`src/rtl/dmem_pkg.sv`:
```
// Shared encodings for the data-memory access controller.
package dmem_pkg;

  localparam logic [1:0] SZ_BYTE = 2'b00;
  localparam logic [1:0] SZ_HALF = 2'b01;
  localparam logic [1:0] SZ_WORD = 2'b10;

  localparam logic [3:0] BE_ALL = 4'b1111;

  typedef enum logic [1:0] {
    IDLE,
    ACCESS,
    RESP
  } state_t;

endpackage

```
`src/rtl/dmem_ctrl_if.sv`:
```
// Single-port data-memory bus with ready handshake.
// master: access controller side; slave: memory side.
interface dmem_ctrl_if #(
  parameter int ADDR_W = 32
);

  logic              mem_en;
  logic              mem_we;
  logic [3:0]        mem_be;
  logic [ADDR_W-1:0] mem_addr;
  logic [31:0]       mem_wdata;
  logic [31:0]       mem_rdata;
  logic              mem_ready;

  modport master (
    output mem_en, mem_we, mem_be, mem_addr, mem_wdata,
    input  mem_rdata, mem_ready
  );

  modport slave (
    input  mem_en, mem_we, mem_be, mem_addr, mem_wdata,
    output mem_rdata, mem_ready
  );

endinterface

```
`src/rtl/dmem_lane_align.sv`:
```
// Byte-lane steering: byte enables, store replication, load
// shift/extension and the misalignment check. Purely combinational.
module dmem_lane_align
  import dmem_pkg::*;
(
  input  logic [1:0]  addr_lo,
  input  logic [1:0]  size,
  input  logic        is_unsigned,
  input  logic [31:0] wdata,
  input  logic [31:0] rdata,
  output logic [3:0]  be,
  output logic [31:0] wdata_rep,
  output logic [31:0] rdata_ext,
  output logic        misaligned
);

  logic [31:0] shifted;

  // Lane selection per access size; size 11 falls into the word case.
  always_comb begin
    be         = BE_ALL;
    wdata_rep  = wdata;
    misaligned = 1'b0;
    shifted    = rdata >> {addr_lo, 3'b000};
    rdata_ext  = shifted;
    case (size)
      SZ_BYTE: begin
        be        = 4'b0001 << addr_lo;
        wdata_rep = {4{wdata[7:0]}};
        rdata_ext = is_unsigned ? {24'h000000, shifted[7:0]}
                                : {{24{shifted[7]}}, shifted[7:0]};
      end
      SZ_HALF: begin
        be         = addr_lo[1] ? 4'b1100 : 4'b0011;
        wdata_rep  = {2{wdata[15:0]}};
        rdata_ext  = is_unsigned ? {16'h0000, shifted[15:0]}
                                 : {{16{shifted[15]}}, shifted[15:0]};
        misaligned = addr_lo[0];
      end
      default: begin
        misaligned = (addr_lo != 2'b00);
      end
    endcase
  end

endmodule

```
`src/rtl/dmem_ctrl.sv`:
```
// Multi-cycle MEM-stage data-memory access controller.
// Optional macro DMEM_CTRL_TIMEOUT_EN: abort an ACCESS after TIMEOUT
// cycles without mem_ready and report rsp_err.
module dmem_ctrl
  import dmem_pkg::*;
#(
  parameter int ADDR_W  = 32,
  parameter int TIMEOUT = 64
) (
  input  logic              clk,
  input  logic              rst,
  input  logic              req_read,
  input  logic              req_write,
  input  logic [ADDR_W-1:0] req_addr,
  input  logic [31:0]       req_wdata,
  input  logic [1:0]        req_size,
  input  logic              req_unsigned,
  output logic              stall,
  output logic              rsp_valid,
  output logic [31:0]       rsp_rdata,
  output logic              rsp_err,
  output logic              misalign_err,
  dmem_ctrl_if.master       mem
);

  state_t            state_q, state_d;
  logic [ADDR_W-1:0] addr_q;
  logic [31:0]       wdata_q;
  logic [1:0]        size_q;
  logic              uns_q;
  logic              we_q;
  logic [31:0]       rdata_q;

  logic              idle;
  logic              req_any;
  logic              accept;
  logic              timeout;
  logic [3:0]        la_be;
  logic [31:0]       la_wdata;
  logic [31:0]       la_rdata;
  logic              la_mis;

  logic              en;
  logic              we;
  logic [3:0]        be;
  logic [ADDR_W-1:0] addr;
  logic [31:0]       wdata;

  assign idle    = (state_q == IDLE);
  assign req_any = req_read | req_write;
  assign accept  = idle & req_any & ~la_mis;

  // One lane aligner serves both phases: in IDLE it sees the live request
  // (misalignment check), otherwise the latched request (lanes, load data).
  dmem_lane_align u_align (
    .addr_lo     (idle ? req_addr[1:0] : addr_q[1:0]),
    .size        (idle ? req_size      : size_q),
    .is_unsigned (idle ? req_unsigned  : uns_q),
    .wdata       (wdata_q),
    .rdata       (mem.mem_rdata),
    .be          (la_be),
    .wdata_rep   (la_wdata),
    .rdata_ext   (la_rdata),
    .misaligned  (la_mis)
  );

`ifdef DMEM_CTRL_TIMEOUT_EN
  localparam int CNT_W = $clog2(TIMEOUT + 1);
  logic [CNT_W-1:0] cnt_q;
  logic             err_q;

  // ACCESS cycle counter, cleared on every accepted request.
  always_ff @(posedge clk or posedge rst) begin
    if (rst) begin
      cnt_q <= '0;
    end else if (accept) begin
      cnt_q <= '0;
    end else if (state_q == ACCESS && !mem.mem_ready) begin
      cnt_q <= cnt_q + 1'b1;
    end
  end

  assign timeout = (state_q == ACCESS) & ~mem.mem_ready & (cnt_q == CNT_W'(TIMEOUT - 1));

  // Error flag for the pending response.
  always_ff @(posedge clk or posedge rst) begin
    if (rst) begin
      err_q <= 1'b0;
    end else if (state_q == ACCESS) begin
      err_q <= timeout;
    end
  end

  assign rsp_err = (state_q == RESP) & err_q;
`else
  assign timeout = 1'b0;
  assign rsp_err = 1'b0;
`endif

  // State register.
  always_ff @(posedge clk or posedge rst) begin
    if (rst) begin
      state_q <= IDLE;
    end else begin
      state_q <= state_d;
    end
  end

  // Next state and bus/handshake outputs.
  always_comb begin
    state_d      = state_q;
    stall        = 1'b0;
    misalign_err = 1'b0;
    rsp_valid    = 1'b0;
    en           = 1'b0;
    we           = 1'b0;
    be           = '0;
    addr         = '0;
    wdata        = '0;
    case (state_q)
      IDLE: begin
        if (req_any) begin
          if (la_mis) begin
            misalign_err = 1'b1;
          end else begin
            stall   = 1'b1;
            state_d = ACCESS;
          end
        end
      end
      ACCESS: begin
        stall = 1'b1;
        en    = 1'b1;
        we    = we_q;
        be    = la_be;
        addr  = {addr_q[ADDR_W-1:2], 2'b00};
        wdata = la_wdata;
        if (mem.mem_ready || timeout) begin
          state_d = RESP;
        end
      end
      RESP: begin
        rsp_valid = 1'b1;
        state_d   = IDLE;
      end
      default: state_d = IDLE;
    endcase
  end

  // Request latch; a simultaneous read+write is taken as a store.
  always_ff @(posedge clk or posedge rst) begin
    if (rst) begin
      addr_q  <= '0;
      wdata_q <= '0;
      size_q  <= SZ_BYTE;
      uns_q   <= 1'b0;
      we_q    <= 1'b0;
    end else if (accept) begin
      addr_q  <= req_addr;
      wdata_q <= req_wdata;
      size_q  <= req_size;
      uns_q   <= req_unsigned;
      we_q    <= req_write;
    end
  end

  // Response data capture: extended load data, zero for stores/timeouts.
  always_ff @(posedge clk or posedge rst) begin
    if (rst) begin
      rdata_q <= '0;
    end else if (state_q == ACCESS) begin
      if (mem.mem_ready) begin
        rdata_q <= we_q ? '0 : la_rdata;
      end else if (timeout) begin
        rdata_q <= '0;
      end
    end
  end

  assign rsp_rdata     = rdata_q;
  assign mem.mem_en    = en;
  assign mem.mem_we    = we;
  assign mem.mem_be    = be;
  assign mem.mem_addr  = addr;
  assign mem.mem_wdata = wdata;

endmodule

```
`src/flat_wrapper.sv`:
```
// flat-port wrapper written by rule: the top's interface ports become plain ports
module dmem_ctrl_flat import dmem_pkg::*;
#(
  parameter int ADDR_W  = 32,
  parameter int TIMEOUT = 64
)
  (clk, rst, req_read, req_write, req_addr, req_wdata, req_size, req_unsigned, stall, rsp_valid, rsp_rdata, rsp_err, misalign_err, mem_mem_en, mem_mem_we, mem_mem_be, mem_mem_addr, mem_mem_wdata, mem_mem_rdata, mem_mem_ready);
  dmem_ctrl_if #(.ADDR_W(ADDR_W)) mem_i ();
  input  logic clk;
  input  logic rst;
  input  logic req_read;
  input  logic req_write;
  input  logic [ADDR_W-1:0] req_addr;
  input  logic [31:0] req_wdata;
  input  logic [1:0] req_size;
  input  logic req_unsigned;
  output logic stall;
  output logic rsp_valid;
  output logic [31:0] rsp_rdata;
  output logic rsp_err;
  output logic misalign_err;
  output wire logic [$bits(mem_i.mem_en)-1:0] mem_mem_en;
  output wire logic [$bits(mem_i.mem_we)-1:0] mem_mem_we;
  output wire logic [$bits(mem_i.mem_be)-1:0] mem_mem_be;
  output wire logic [$bits(mem_i.mem_addr)-1:0] mem_mem_addr;
  output wire logic [$bits(mem_i.mem_wdata)-1:0] mem_mem_wdata;
  input wire logic [$bits(mem_i.mem_rdata)-1:0] mem_mem_rdata;
  input wire logic [$bits(mem_i.mem_ready)-1:0] mem_mem_ready;
  assign mem_mem_en = mem_i.mem_en;
  assign mem_mem_we = mem_i.mem_we;
  assign mem_mem_be = mem_i.mem_be;
  assign mem_mem_addr = mem_i.mem_addr;
  assign mem_mem_wdata = mem_i.mem_wdata;
  assign mem_i.mem_rdata = mem_mem_rdata;
  assign mem_i.mem_ready = mem_mem_ready;
  dmem_ctrl #(.ADDR_W(ADDR_W), .TIMEOUT(TIMEOUT)) u_core (.clk(clk), .rst(rst), .req_read(req_read), .req_write(req_write), .req_addr(req_addr), .req_wdata(req_wdata), .req_size(req_size), .req_unsigned(req_unsigned), .stall(stall), .rsp_valid(rsp_valid), .rsp_rdata(rsp_rdata), .rsp_err(rsp_err), .misalign_err(misalign_err), .mem(mem_i));
endmodule
```
`config.mk`:
```
export PLATFORM = sky130hd
export DESIGN_NAME = dmem_ctrl_flat
export DESIGN_NICKNAME = d
export VERILOG_FILES = /design/src/rtl/dmem_pkg.sv /design/src/rtl/dmem_ctrl_if.sv /design/src/rtl/dmem_lane_align.sv /design/src/rtl/dmem_ctrl.sv /design/src/flat_wrapper.sv
export SDC_FILE = /design/constraint.sdc
export NUM_CORES = 1
export LEC_CHECK = 0
export ABC_CLOCK_PERIOD_IN_PS = 2700
export BUFFER_PORTS_ARGS = -buffer_cell sky130_fd_sc_hd__buf_4
export CORE_MARGIN = 2
export CORE_UTILIZATION = 30
export DETAILED_ROUTE_END_ITERATION = 8
export HOLD_SLACK_MARGIN = 0.12
export SLEW_MARGIN = 10
export SYNTH_ARGS = -nofsm -noshare
export SYNTH_HDL_FRONTEND = slang
export SYNTH_HIERARCHICAL = 1
export SYNTH_SLANG_ARGS = --single-unit
```
`constraint.sdc`:
```
create_clock -name clk -period 2.7 [get_ports clk]
set_input_delay 0.27 -clock clk [delete_from_list [all_inputs] [get_ports clk]]
set_output_delay 0.27 -clock clk [all_outputs]
set_load 0.03 [all_outputs]
```
# After elaboration in Yosys (flattened, before gate mapping)
# Cells that the tools add are included.
dict set report word_totals {
  inputBits 104
  output_inout_bits 106
  ff_bits 102
  wordCells 51
}
dict set report classes {
  n_reduce_logical 5
  bitwise_logic 4
  muxes 27
  n_eq_ne 6
  shift 2
}
# op n
set ops {}
lappend ops {{2-to-1 mux 32 bit} 5}
lappend ops {{one-hot mux 32 bit (2 select lines)} 2}
lappend ops {{right shift 32 x 5 -> 32 bit} 1}
lappend ops {{2-to-1 mux 2 bit} 5}
lappend ops {{2-to-1 mux 1 bit} 9}
lappend ops {{2-to-1 mux 4 bit} 2}
lappend ops {{one-hot mux 4 bit (2 select lines)} 1}
lappend ops {{inequality test 2 bit (second input constant)} 3}
lappend ops {{== test 2 x 1 -> 1 bit (second input constant)} 2}
lappend ops {{logical NOT 2 bit} 2}
lappend ops {{one-hot mux 1 bit (2 select lines)} 2}
lappend ops {{one-hot mux 2 bit (2 select lines)} 1}
lappend ops {{left shift 1 x 2 -> 4 bit (first input constant)} 1}
lappend ops {{AND reduction 3 bit} 1}
lappend ops {{AND 1 bit} 2}
lappend ops {{== test 2 bit (second input constant)} 1}
lappend ops {{AND reduction 2 bit} 1}
lappend ops {{nonzero test 2 bit} 1}
lappend ops {{inverter 1 bit} 1}
lappend ops {{OR 1 bit} 1}

# Depth between registers and ports, before layout
# Gate-level depths: netlist (run 1).
dict set report depth {
  depth_word 7
  depth_mapped 10
  depth_no_buf 7
}

# Cells and area by module
# The synthesis (run 1) kept the hierarchy.
# mod instances seq_area_each_um2 cells_per_inst area_per_inst_um2
set by_module_without_submodules {}
lappend by_module_without_submodules {dmem_ctrl 1 2552.4 380 4500.6}
lappend by_module_without_submodules {dmem_lane_align 1 0.0 177 1270.0}

# Worst setup path before layout (run 1)
# No wires, ideal clock.
dict set report synth_timing {
  kind {flip-flop to flip-flop}
  start {register u_core.state_q[0]}
  end {register u_core.size_q[0]}
  path_buffers 4
  required_ns 2.573
  path_stages_with_launch 11
  setup_slack_ns -0.214
  period_less_slack_ns 2.914
  t_arrival_ns 2.786
  setup_ns 0.127
  cell_sequence {dfrtp_1 nor2_1 mux2_2 buf_2 nor2_4 buf_2 nor2_1 nor4_4 buf_4 buf_6 mux2_1}
}
dict set report synth_via {
  elab_chain_cells 6
  elab_cells_between_ends 10
  cone_classes {eq/ne (1); mux (3); bitwise (3); reduce/logical (3)}
}
# element line_no
set synth_rtl {}
lappend synth_rtl {{from (decl)} dmem_ctrl.sv:26} ;# state_t state_q, state_d;
lappend synth_rtl {{from (signal assigned)} dmem_ctrl.sv:105} ;# state_q <= state_d;
lappend synth_rtl {{logical NOT 2 bit *} dmem_ctrl.sv:49} ;# assign idle = (state_q == IDLE);
lappend synth_rtl {{2-to-1 mux 2 bit, on equally long branches} {dmem_ctrl.sv:57, dmem_ctrl.sv:56}}
lappend synth_rtl {{== test 2 x 1 -> 1 bit, or another cell as far along} dmem_lane_align.sv:26} ;# case (size)
lappend synth_rtl {{one-hot mux 1 bit (2 select lines) *} dmem_lane_align.sv:26}
lappend synth_rtl {{net u_core.la_mis} dmem_ctrl.sv:41} ;# logic la_mis;
lappend synth_rtl {{inverter 1 bit *} dmem_ctrl.sv:51} ;# assign accept = idle & req_any & ~la_mis;
lappend synth_rtl {{AND 1 bit *} dmem_ctrl.sv:51}
lappend synth_rtl {{to (signal assigned)} dmem_ctrl.sv:161} ;# size_q <= req_size;
lappend synth_rtl {{to (decl)} dmem_ctrl.sv:29} ;# logic [1:0] size_q;
# The timed path passes the listed nets; every way through them passes the cells marked *.
# A chain may end at the register's enable or synchronous reset.

# Worst setup path in the final report (run 1)
dict set report layout_timing {
  start {register u_core.state_q[1]}
  end {output mem_mem_wdata[13]}
}
dict set report layout_via {
  elab_chain_cells 5
  elab_cells_between_ends 7
  cone_classes {eq/ne (2); mux (3); reduce/logical (2)}
}
# element line_no
set layout_rtl {}
lappend layout_rtl {{logical NOT 2 bit *} dmem_ctrl.sv:49}
lappend layout_rtl {{2-to-1 mux 2 bit *} dmem_ctrl.sv:57} ;# .size (idle ? req_size : size_q),
lappend layout_rtl {{== test 2 x 1 -> 1 bit / logical NOT 2 bit (equally long branches)} dmem_lane_align.sv:26}
lappend layout_rtl {{one-hot mux 32 bit (2 select lines) *} dmem_lane_align.sv:26}
lappend layout_rtl {{net u_core.la_wdata[13]} dmem_ctrl.sv:39} ;# logic [31:0] la_wdata;
lappend layout_rtl {{2-to-1 mux 32 bit *} dmem_ctrl.sv:120} ;# case (state_q)
lappend layout_rtl {{to (decl)} flat_wrapper.sv:26} ;# output wire logic [$bits(mem_i.mem_wdata)-1:0] mem_mem_wdata;
# Marks and branches as above.

==> run summary, run 1 <==
IO Pins: 210
Vias in the first global route: 4,629
Placement Setup Slack: 0.2345 ns
Setup Skew: 0.008521 ns
Worst min path class: input pin to flip-flop
Worst slew pin tran: 0.5703 ns
Yosys top cell by area: dfrtp_1
CTS Sinks: 102
Min Tclk post-route: 2.596 ns
DP Area: 0.007487 mm²
Setup_tns: 0 ns
Routed wire length per instance: 16.23 µm
Worst-path fanout max: 8
Fraction of layout cells with a size suffix above 1: 45.01%
Commonest non-fill, non-tap cell in the layout: buf_4
Fin. Hold Viols: 0
Die width: 142.7 µm
Core Util, Final: 41.81%
Deepest clock path buffer count: 2
Worst path cell trace: nor2_4 > mux2_2 > nor2_4 > buf_6 > mux2_2 > and2_1 > buf_4
Status: finished clean
NumNets Final: 850
DRT Wirelength: 15,980 µm
Clk slew on worst S/H paths: 0.08 ns
Total of max-cap violations: 0
Via count: 4,627
First-pass GRT wire length: 25,200 µm
Top-area cell type share of the netlist area: 44.23%
Syn Std Cell Area: 0.005771 mm²
Gr ovfl total: 0
Largest net degree at the start of global routing: 103
CTS H-tree depth: 3
Vias per Instance: 4.697
Final setup fails: 0
Lkg Pwr: 0.003637 µW
Antenna Violating Nets Remaining: 0
Clk pwr share: 12.2%
Initial antenna violation count: 0
Antenna cells: 0
Slowest cell on the critical path: dfrtp_1
Crit Path Class: flip-flop to primary output
Cells after Synth: 557
Psw: 4605 µW
Die ar.: 0.02036 mm²
DRC viols: 0
Height of the die: 142.7 µm
Syn_area_per_cell: 10.36 µm²
Initial core utilization: 30.75%
Flop pwr share: 25.7%
Clock buffer count from CTS: 9
Maximum clock frequency: 385.3 MHz
First-iteration detailed-routing DRC count: 185
Core Region: 0.01877 mm²
Slew headroom: 61.98%
Placed wire-length estimate: 11,530 µm
GRT Total Usage: 15.80%
CP endpoint kind: primary output
Slew Viols, Final: 0
Final Wtd Congestion: 0.7592
Sw frac: 44.21%
Power Total: 10,420 µW
Number of library cell types mapped by synthesis: 36
First-pass iteration count of the detailed router: 4
Period utilisation layout: 96.14%
Area Overhead vs Synth: 35.99%
Most frequent cells in the layout: buf_4, dfrtp_1, mux2_2
Design internal power: 5811 µW
CTS tree: built
Row count: 50
Root Driver: clkbuf_16
RSZ-0062 raised after global routing: false
Sequential element share of the synthesized area: 44.23%
Critical Path AT: 2.33 ns
Crit start category: flip-flop
Synth Warn #: 6
Yosys reg bits: 102
Crit path largest cell delay: 0.41 ns
Worst Slack Setup Final: 0.1043 ns
Pwr/cell area: 1327 mW/mm²
Clock insertion delay at the later pin of the skew report: 0.36 ns
IO Port Bufs: 206
Top cells by area, synth: dfrtp_1, mux2_2, and2_1
Flop-to-flop setup slack: 0.28 ns
Max VDD drop: 0.5034 mV
Comb pwr share: 62.1%
Design Area, Final: 0.007848 mm²
Worst EP required: 2.43 ns
[per-stage QoR]
stage	std cells	hold WS [ns]
detailed placement	962	0.4712
finish	985	0.1351
floorplan	559	0.4047
global placement	962	0.4643
CTS	984	0.1212
global route	985	0.1241
[metal layers]
layer	up-vias	wire length, µm	global-route usage (%)
li1	2260	-	-
met1	2203	6948	20.72
met2	150	7575	25.35
met3	14	1257	5.097
met4	0	202	3.856
met5	-	0	0
[cells by family (layout without fill, tap and decap cells)]
kind of cell / after synthesis / count (layout) / share of synthesized area (%)
other cells: 1 / 3 / 0.06499
buf+inv: 58 / 250 / 5.529
mux: 115 / 115 / 22.29
compound gates: 94 / 94 / 10.26
simple gates: 187 / 187 / 17.63
flops: 102 / 102 / 44.23
[final cells by class]
type | instances | area [µm²]
Fill cell | 1885 | 10920
Multi-Input combinational cell | 399 | 2919
Sequential cell | 102 | 2552
Timing Repair Buffer | 229 | 1775
Tap cell | 234 | 292.8
Clock buffer | 11 | 242.7
Clock inverter | 5 | 42.54
Inverter | 5 | 22.52
[power groups by stage]
| stage | registers (µW) | clock network, µW | logic, µW |
|---|---|---|---|
| floorplan | 2980 | 0 | 4360 |
| global placement | 2700 | 0 | 6480 |
| detailed placement | 2710 | 0 | 6520 |
| CTS | 2680 | 1330 | 6560 |
| global route | 2780 | 1390 | 7000 |
| finish | 2670 | 1270 | 6470 |
[worst paths after layout]
kind                                                  start                                to  cells after the start
min in group asynchronous                               rst     u_core/addr_q[26]$_DFFE_PP0P_                      4
max in group asynchronous                               rst    u_core/wdata_q[11]$_DFFE_PP0P_                      4
min reg2reg                u_core/rsp_rdata[30]$_DFFE_PP0P_  u_core/rsp_rdata[30]$_DFFE_PP0P_                      2
max reg2reg                   u_core/state_q[1]$_DFFE_PP0P_  u_core/rsp_rdata[18]$_DFFE_PP0P_                      9
min                                            req_wdata[3]     u_core/wdata_q[3]$_DFFE_PP0P_                      2
max                           u_core/state_q[1]$_DFFE_PP0P_                 mem_mem_wdata[13]                      7
[repair_timing]
item                                    4_1_cts  5_1_grt
gates resized for setup                       1        1
setup buffers                                 0        1
endpoints found under the setup margin        8        8
hold buffers                                  6        0
hold endpoints to repair                     53        0
pin swaps                                     0        1
[Yosys cell counts (all sizes together)]
master,n
mux2,99
conb,1
o211ai,15
a32oi,1
nor2b,3
o221ai,1
o21bai,2
buf,32
a21o,3
or2,1
mux2i,16
nor4,2
and3b,1
nor2,12
inv,5
o31ai,7
nand2b,33
clkbuf,21
nand3b,1
dfrtp,102
a21oi,9
nor3b,1
nand2,65
and2,67
o21ai,47
a22oi,1
o22ai,7
and2b,1
o21ba,1
[registers in the layout, summed over array words and instances (netlist names)]
name,cells
u_core/addr_q,32
u_core/rsp_rdata,32
u_core/wdata_q,32
u_core/size_q,2
u_core/state_q,2
u_core/uns_q,1
u_core/we_q,1
[worst max-delay path, delay by kind of cell, from the launching register on]
family                 cells  cell delay, ns
buffers and inverters      2            0.34
muxes                      2            0.75
and+or+nand+nor            3            0.47
DFF                        1            0.41
(Power assumes the default switching activity.)
==> run 2, diff against run 1 <==
Settings changed: REMOVE_ABC_BUFFERS set to 1.
==> run 2 against run 1 <==
Net effect: sequential power up 2%; wire length up 6.7%; clock-buffer cell count down 2; non-clock buffer count up 14; power up 2.9%; first-iteration DRC count down 5.9%; worst hold slack better by 0.0014 ns; register-to-register slack worse by 0.10 ns; die area unchanged; largest cell class unchanged; largest power group unchanged.
==> run summary, run 2 (synthesis gave the netlist of run 1 again) <==
First-pass GRT wire length: 26,400 µm
Sequential Area: 0.002552 mm²
IO Pins: 210
Fin. Hold Viols: 0
Height of the die: 142.7 µm
Clk pwr share: 12.3%
First-iteration detailed-routing DRC count: 174
GRT Total Usage: 16.64%
Final setup fails: 0
Placed wire-length estimate: 11,740 µm
Comb pwr share: 62.3%
Total of max-cap violations: 0
Initial core utilization: 30.75%
First-pass iteration count of the detailed router: 4
Hold_ws: 0.1365 ns
Critical Path AT: 2.35 ns
Multi-input logic area: 0.002923 mm²
Vias per Instance: 4.743
Max VDD drop: 0.5705 mV
Design internal power: 5950 µW
Core Util, Final: 42.62%
Flop pwr share: 25.4%
Antenna Violating Nets Remaining: 0
CTS H-tree depth: 3
Maximum clock frequency: 382.0 MHz
Crit start category: flip-flop
DRC viols: 0
Worst slew pin tran: 0.7093 ns
Row count: 50
Fillers: 1,865
Period utilisation layout: 96.96%
Worst min path class: input pin to flip-flop
Routed wire length per instance: 17.07 µm
Sw frac: 44.49%
Hold Path Depth: 2
Non-Filler Instances: 999
Design Area, Final: 0.007999 mm²
Placed cells: 963
CTS Sinks: 102
CTS tree: built
Slew Viols, Final: 0
Slew headroom: 52.72%
Commonest non-fill, non-tap cell in the layout: buf_4
Clk slew on worst S/H paths: 0.08 ns
Core Region: 0.01877 mm²
Largest net degree at the start of global routing: 70
Worst r2r path cells: 9
Area Overhead vs Synth: 38.62%
NumNets Final: 864
Initial antenna violation count: 0
Worst Slack Setup Final: 0.08197 ns
Setup Skew: 0.008218 ns
Crit Path Class: flip-flop to primary output
Status: finished clean
Die width: 142.7 µm
Worst EP required: 2.43 ns
Pwr/cell area: 1340 mW/mm²
Clock insertion delay at the later pin of the skew report: 0.36 ns
Gr ovfl total: 0
CP endpoint kind: primary output
Vias in the first global route: 4,866
Placement Setup Slack: 0.1826 ns
IO Port Bufs: 206
DP Area: 0.007486 mm²
Most frequent cells in the layout: buf_4, dfrtp_1, mux2_2
Min Tclk post-route: 2.618 ns
Lkg Pwr: 0.003728 µW
DRT Wirelength: 17,050 µm
Deepest clock path buffer count: 2
Via count: 4,738
Die ar.: 0.02036 mm²
Antenna cells: 0
Clock buffer count from CTS: 9
Worst-path fanout max: 6
Psw: 4770 µW
Fraction of layout cells with a size suffix above 1: 45.88%
Root Driver: clkbuf_16
Final Wtd Congestion: 0.8105
==> run 2: cell count changes in the layout (fill, tap and decap cells not counted), sizes merged <==
cell	delta
buf	+10
clkinvlp	-1
inv	+4
clkinv	-1
dlygate4sd3	+3
clkbuf	-1
==> run 2: layout make-up <==
| cell class | instances | share of cell area (%) |
|---|---|---|
| clock buffers | 9 | 2.816 |
| clock inverters | 7 | 0.7821 |
| inverters | 5 | 0.3128 |
| multi-input cells | 399 | 36.54 |
| flip-flops and latches | 102 | 31.91 |
| well taps | 234 | 3.660 |
| repair buffers | 243 | 23.98 |
==> run 2: worst max-delay path: stages (launching register included) <==
cell and delay (ns):
dfrtp_1 0.41, nor2_4 0.15, buf_6 0.13, mux2_4 0.31, nor2_4 0.18, buf_12 0.16
mux2_2 0.34, and2_1 0.14, buf_4 0.16
==> run 2: final timing paths <==
| check | startpoint | endpoint | slack, ns |
|---|---|---|---|
| max | u_core/state_q[1]$_DFFE_PP0P_ | mem_mem_wdata[8] | 0.08 |
| min | req_wdata[3] | u_core/wdata_q[3]$_DFFE_PP0P_ | 0.14 |
| max reg2reg | u_core/state_q[1]$_DFFE_PP0P_ | u_core/rsp_rdata[30]$_DFFE_PP0P_ | 0.18 |
| min reg2reg | u_core/rsp_rdata[9]$_DFFE_PP0P_ | u_core/rsp_rdata[9]$_DFFE_PP0P_ | 0.48 |
| max in group asynchronous | rst | u_core/rsp_rdata[4]$_DFFE_PP0P_ | 1.35 |
| min in group asynchronous | rst | u_core/addr_q[7]$_DFFE_PP0P_ | 0.59 |
==> run 2: metal layers <==
layer	up-vias	part of all wire, %	GRT usage, %
li1	2294	-	-
met1	2242	43	21.34
met2	184	45	25.71
met3	18	10	6.372
met4	0	1.6	5.732
met5	-	0	0
==> run 2: metrics by stage <==
stage,power (µW),TNS [ns]
global route,11470,-0.01803
detailed placement,9267,0
CTS,10690,0
floorplan,7019,-161.48
finish,10720,0
global placement,9207,0
==> run 2: power by group through the flow <==
stage / clock network (µW) / registers, µW / logic [µW]
after floorplan: 0 / 2990 / 4020
after global placement: 0 / 2730 / 6480
after detailed placement: 0 / 2750 / 6520
after CTS: 1370 / 2720 / 6600
after global routing: 1420 / 2830 / 7210
final: 1320 / 2720 / 6680
==> run 2: timing repair <==
action / in CTS / in global routing
endpoints found under the hold margin: 60 / 0
cloned: 0 / 1
setup buffers: 2 / 8
resized for setup: 5 / 4
setup endpoints to repair: 10 / 7
pin swaps: 0 / 2
hold buffers: 9 / 0
==> run 3, diff against run 2 <==
Settings changed: CORE_UTILIZATION 30 to 45, PLACE_DENSITY set to 0.77.
==> run 3 against run 2 <==
Net effect: final area shrank 2.3%; core utilization is 20 points higher; power fell by 0.91%; sequential power is essentially flat; first-iteration DRC count up 64%; final cell count shrank 7.4%; register-to-register slack worse by 0.10 ns; clock power is 5% lower; wire length shrank 8.3%; via count grew 0.44%; setup slack got worse by 0.0041 ns; critical path type is now flip-flop to flip-flop; critical endpoint is now u_core/wdata_q[22]$_DFFE_PP0P_; highest routed layer unchanged.
==> run summary, run 3 (synthesis gave the netlist of run 1 again) <==
Initial antenna violation count: 0
Critical Path AT: 2.85 ns
Multi-input logic area: 0.002918 mm²
Worst path cell trace: nor2_4 > buf_4 > mux2_2 > a21oi_1 > nor2_1 > nor4_4 > buf_12 > mux2_2
Hold_ws: 0.1336 ns
CP most frequent cell: mux2_2
Core Util, Final: 62.19%
Routed wire length per instance: 16.91 µm
Delay-heaviest family, CP: multiplexers
Row count: 41
Area Overhead vs Synth: 35.45%
WP buf/inv: 2
Crit Path Class: flip-flop to flip-flop
CTS tree: built
Deepest clock path buffer count: 2
DRT Wirelength: 15,640 µm
Period utilisation layout: 97.12%
Clock buffer count from CTS: 9
First-iteration detailed-routing DRC count: 286
Worst-path fanout max: 66
Antenna Violating Nets Remaining: 0
Die ar.: 0.01375 mm²
Worst min path class: input pin to flip-flop
Pwr/cell area: 1359 mW/mm²
Height of the die: 117.2 µm
Min Tclk post-route: 2.622 ns
IO Port Bufs: 206
Crit path largest cell delay: 0.41 ns
GRT Total Usage: 22.63%
IO Pins: 210
CTS H-tree depth: 3
CP endpoint kind: flip-flop
Vias per Instance: 5.145
Gr ovfl total: 0
Sequential Area: 0.002552 mm²
Most frequent cells in the layout: buf_4, dfrtp_1, mux2_2
NumNets Final: 852
Initial core utilization: 45.91%
Placed wire-length estimate: 11,200 µm
Core Region: 0.01257 mm²
Vias in the first global route: 4,805
Status: finished clean
Fraction of layout cells with a size suffix above 1: 45.95%
Final Wtd Congestion: 0.8567
Non-Filler Instances: 925
Maximum clock frequency: 381.4 MHz
Slew headroom: 41.09%
Fin. Hold Viols: 0
Setup Skew: 0.005600 ns
Die width: 117.2 µm
Worst slew pin tran: 0.8837 ns
Crit start category: flip-flop
First-pass iteration count of the detailed router: 5
Final setup fails: 0
Clk slew on worst S/H paths: 0.07 ns
Lkg Pwr: 0.003667 µW
CTS Sinks: 102
Slew Viols, Final: 0
Clock insertion delay at the later pin of the skew report: 0.35 ns
Commonest non-fill, non-tap cell in the layout: buf_4
Root Driver: clkbuf_16
First-pass GRT wire length: 24,060 µm
Max VDD drop: 0.7429 mV
Via count: 4,759
DRC viols: 0
Worst EP required: 2.93 ns
Antenna cells: 0
Fillers: 1,052
Slowest cell on the critical path: dfrtp_1
Placed cells: 900
Total of max-cap violations: 0
Largest net degree at the start of global routing: 67
==> run 3: cell types whose count changed in the layout (fill, tap and decap cells not counted), sizes merged <==
cell / before / now
clkinv: 1 / 2
dlygate4sd3: 9 / 1
clkinvlp: 1 / 3
inv: 10 / 6
buf: 233 / 229
clkbuf: 10 / 11
==> run 3: report_power, final <==
group | total [µW] | switching [µW] | leakage (µW) | internal [µW]
combinational | 6610 | 3590 | 0.00228 | 3020
clock | 1260 | 603 | 0.000135 | 655
sequential | 2750 | 487 | 0.00125 | 2270
total | 10600 | 4680 | 0.00367 | 5940
==> run 3: worst paths after layout <==
kind                                                  from                         endpoint  slack [ns]  cells after the start
min                                           req_wdata[5]    u_core/wdata_q[5]$_DFFE_PP0P_        0.13                      2
max reg2reg                  u_core/state_q[1]$_DFFE_PP0P_   u_core/wdata_q[22]$_DFFE_PP0P_        0.08                      8
max                          u_core/state_q[1]$_DFFE_PP0P_   u_core/wdata_q[22]$_DFFE_PP0P_        0.08                      8
min reg2reg                u_core/rsp_rdata[1]$_DFFE_PP0P_  u_core/rsp_rdata[1]$_DFFE_PP0P_        0.48                      2
max in group asynchronous                              rst   u_core/wdata_q[29]$_DFFE_PP0P_        1.38                      4
min in group asynchronous                              rst    u_core/addr_q[14]$_DFFE_PP0P_        0.57                      3
==> run 3: cell type report <==
class	count	share of cell area, %
multi-input combinational	399	37.33
timing repair buffer	231	23.34
clock buffer	10	3.057
sequential	102	32.66
inverter	5	0.3202
tap	172	2.753
clock inverter	6	0.5443
==> run 3: stage by stage <==
stage	setup slack, ns	area [µm²]	power (µW)	TNS [ns]
3_5_place_dp	0.008011	7387	9180	0
5_1_grt	-0.03604	7816	11330	-0.8932
4_1_cts	0.001950	7697	10490	0
3_3_place_gp	0.08756	7387	9001	0
6_report	0.07785	7816	10620	0
2_1_floorplan	-1.991	5478	7019	-161.48
==> run 3: what timing repair did <==
action,4_1_cts,5_1_grt
resized for setup,5,4
setup endpoints to repair,13,88
buffers inserted,0,7
pin swaps,0,3
cloned,0,1
hold buffers,1,0
endpoints found under the hold margin,48,0
==> run 3: metal layers <==
metal  global-route usage (%)  vias up  wire [µm]
met5                        0        -          0
met4                    7.216        0        211
met3                    7.055       16       1512
met2                    38.12      203       7647
met1                    27.79     2274       6267
li1                         -     2266          -
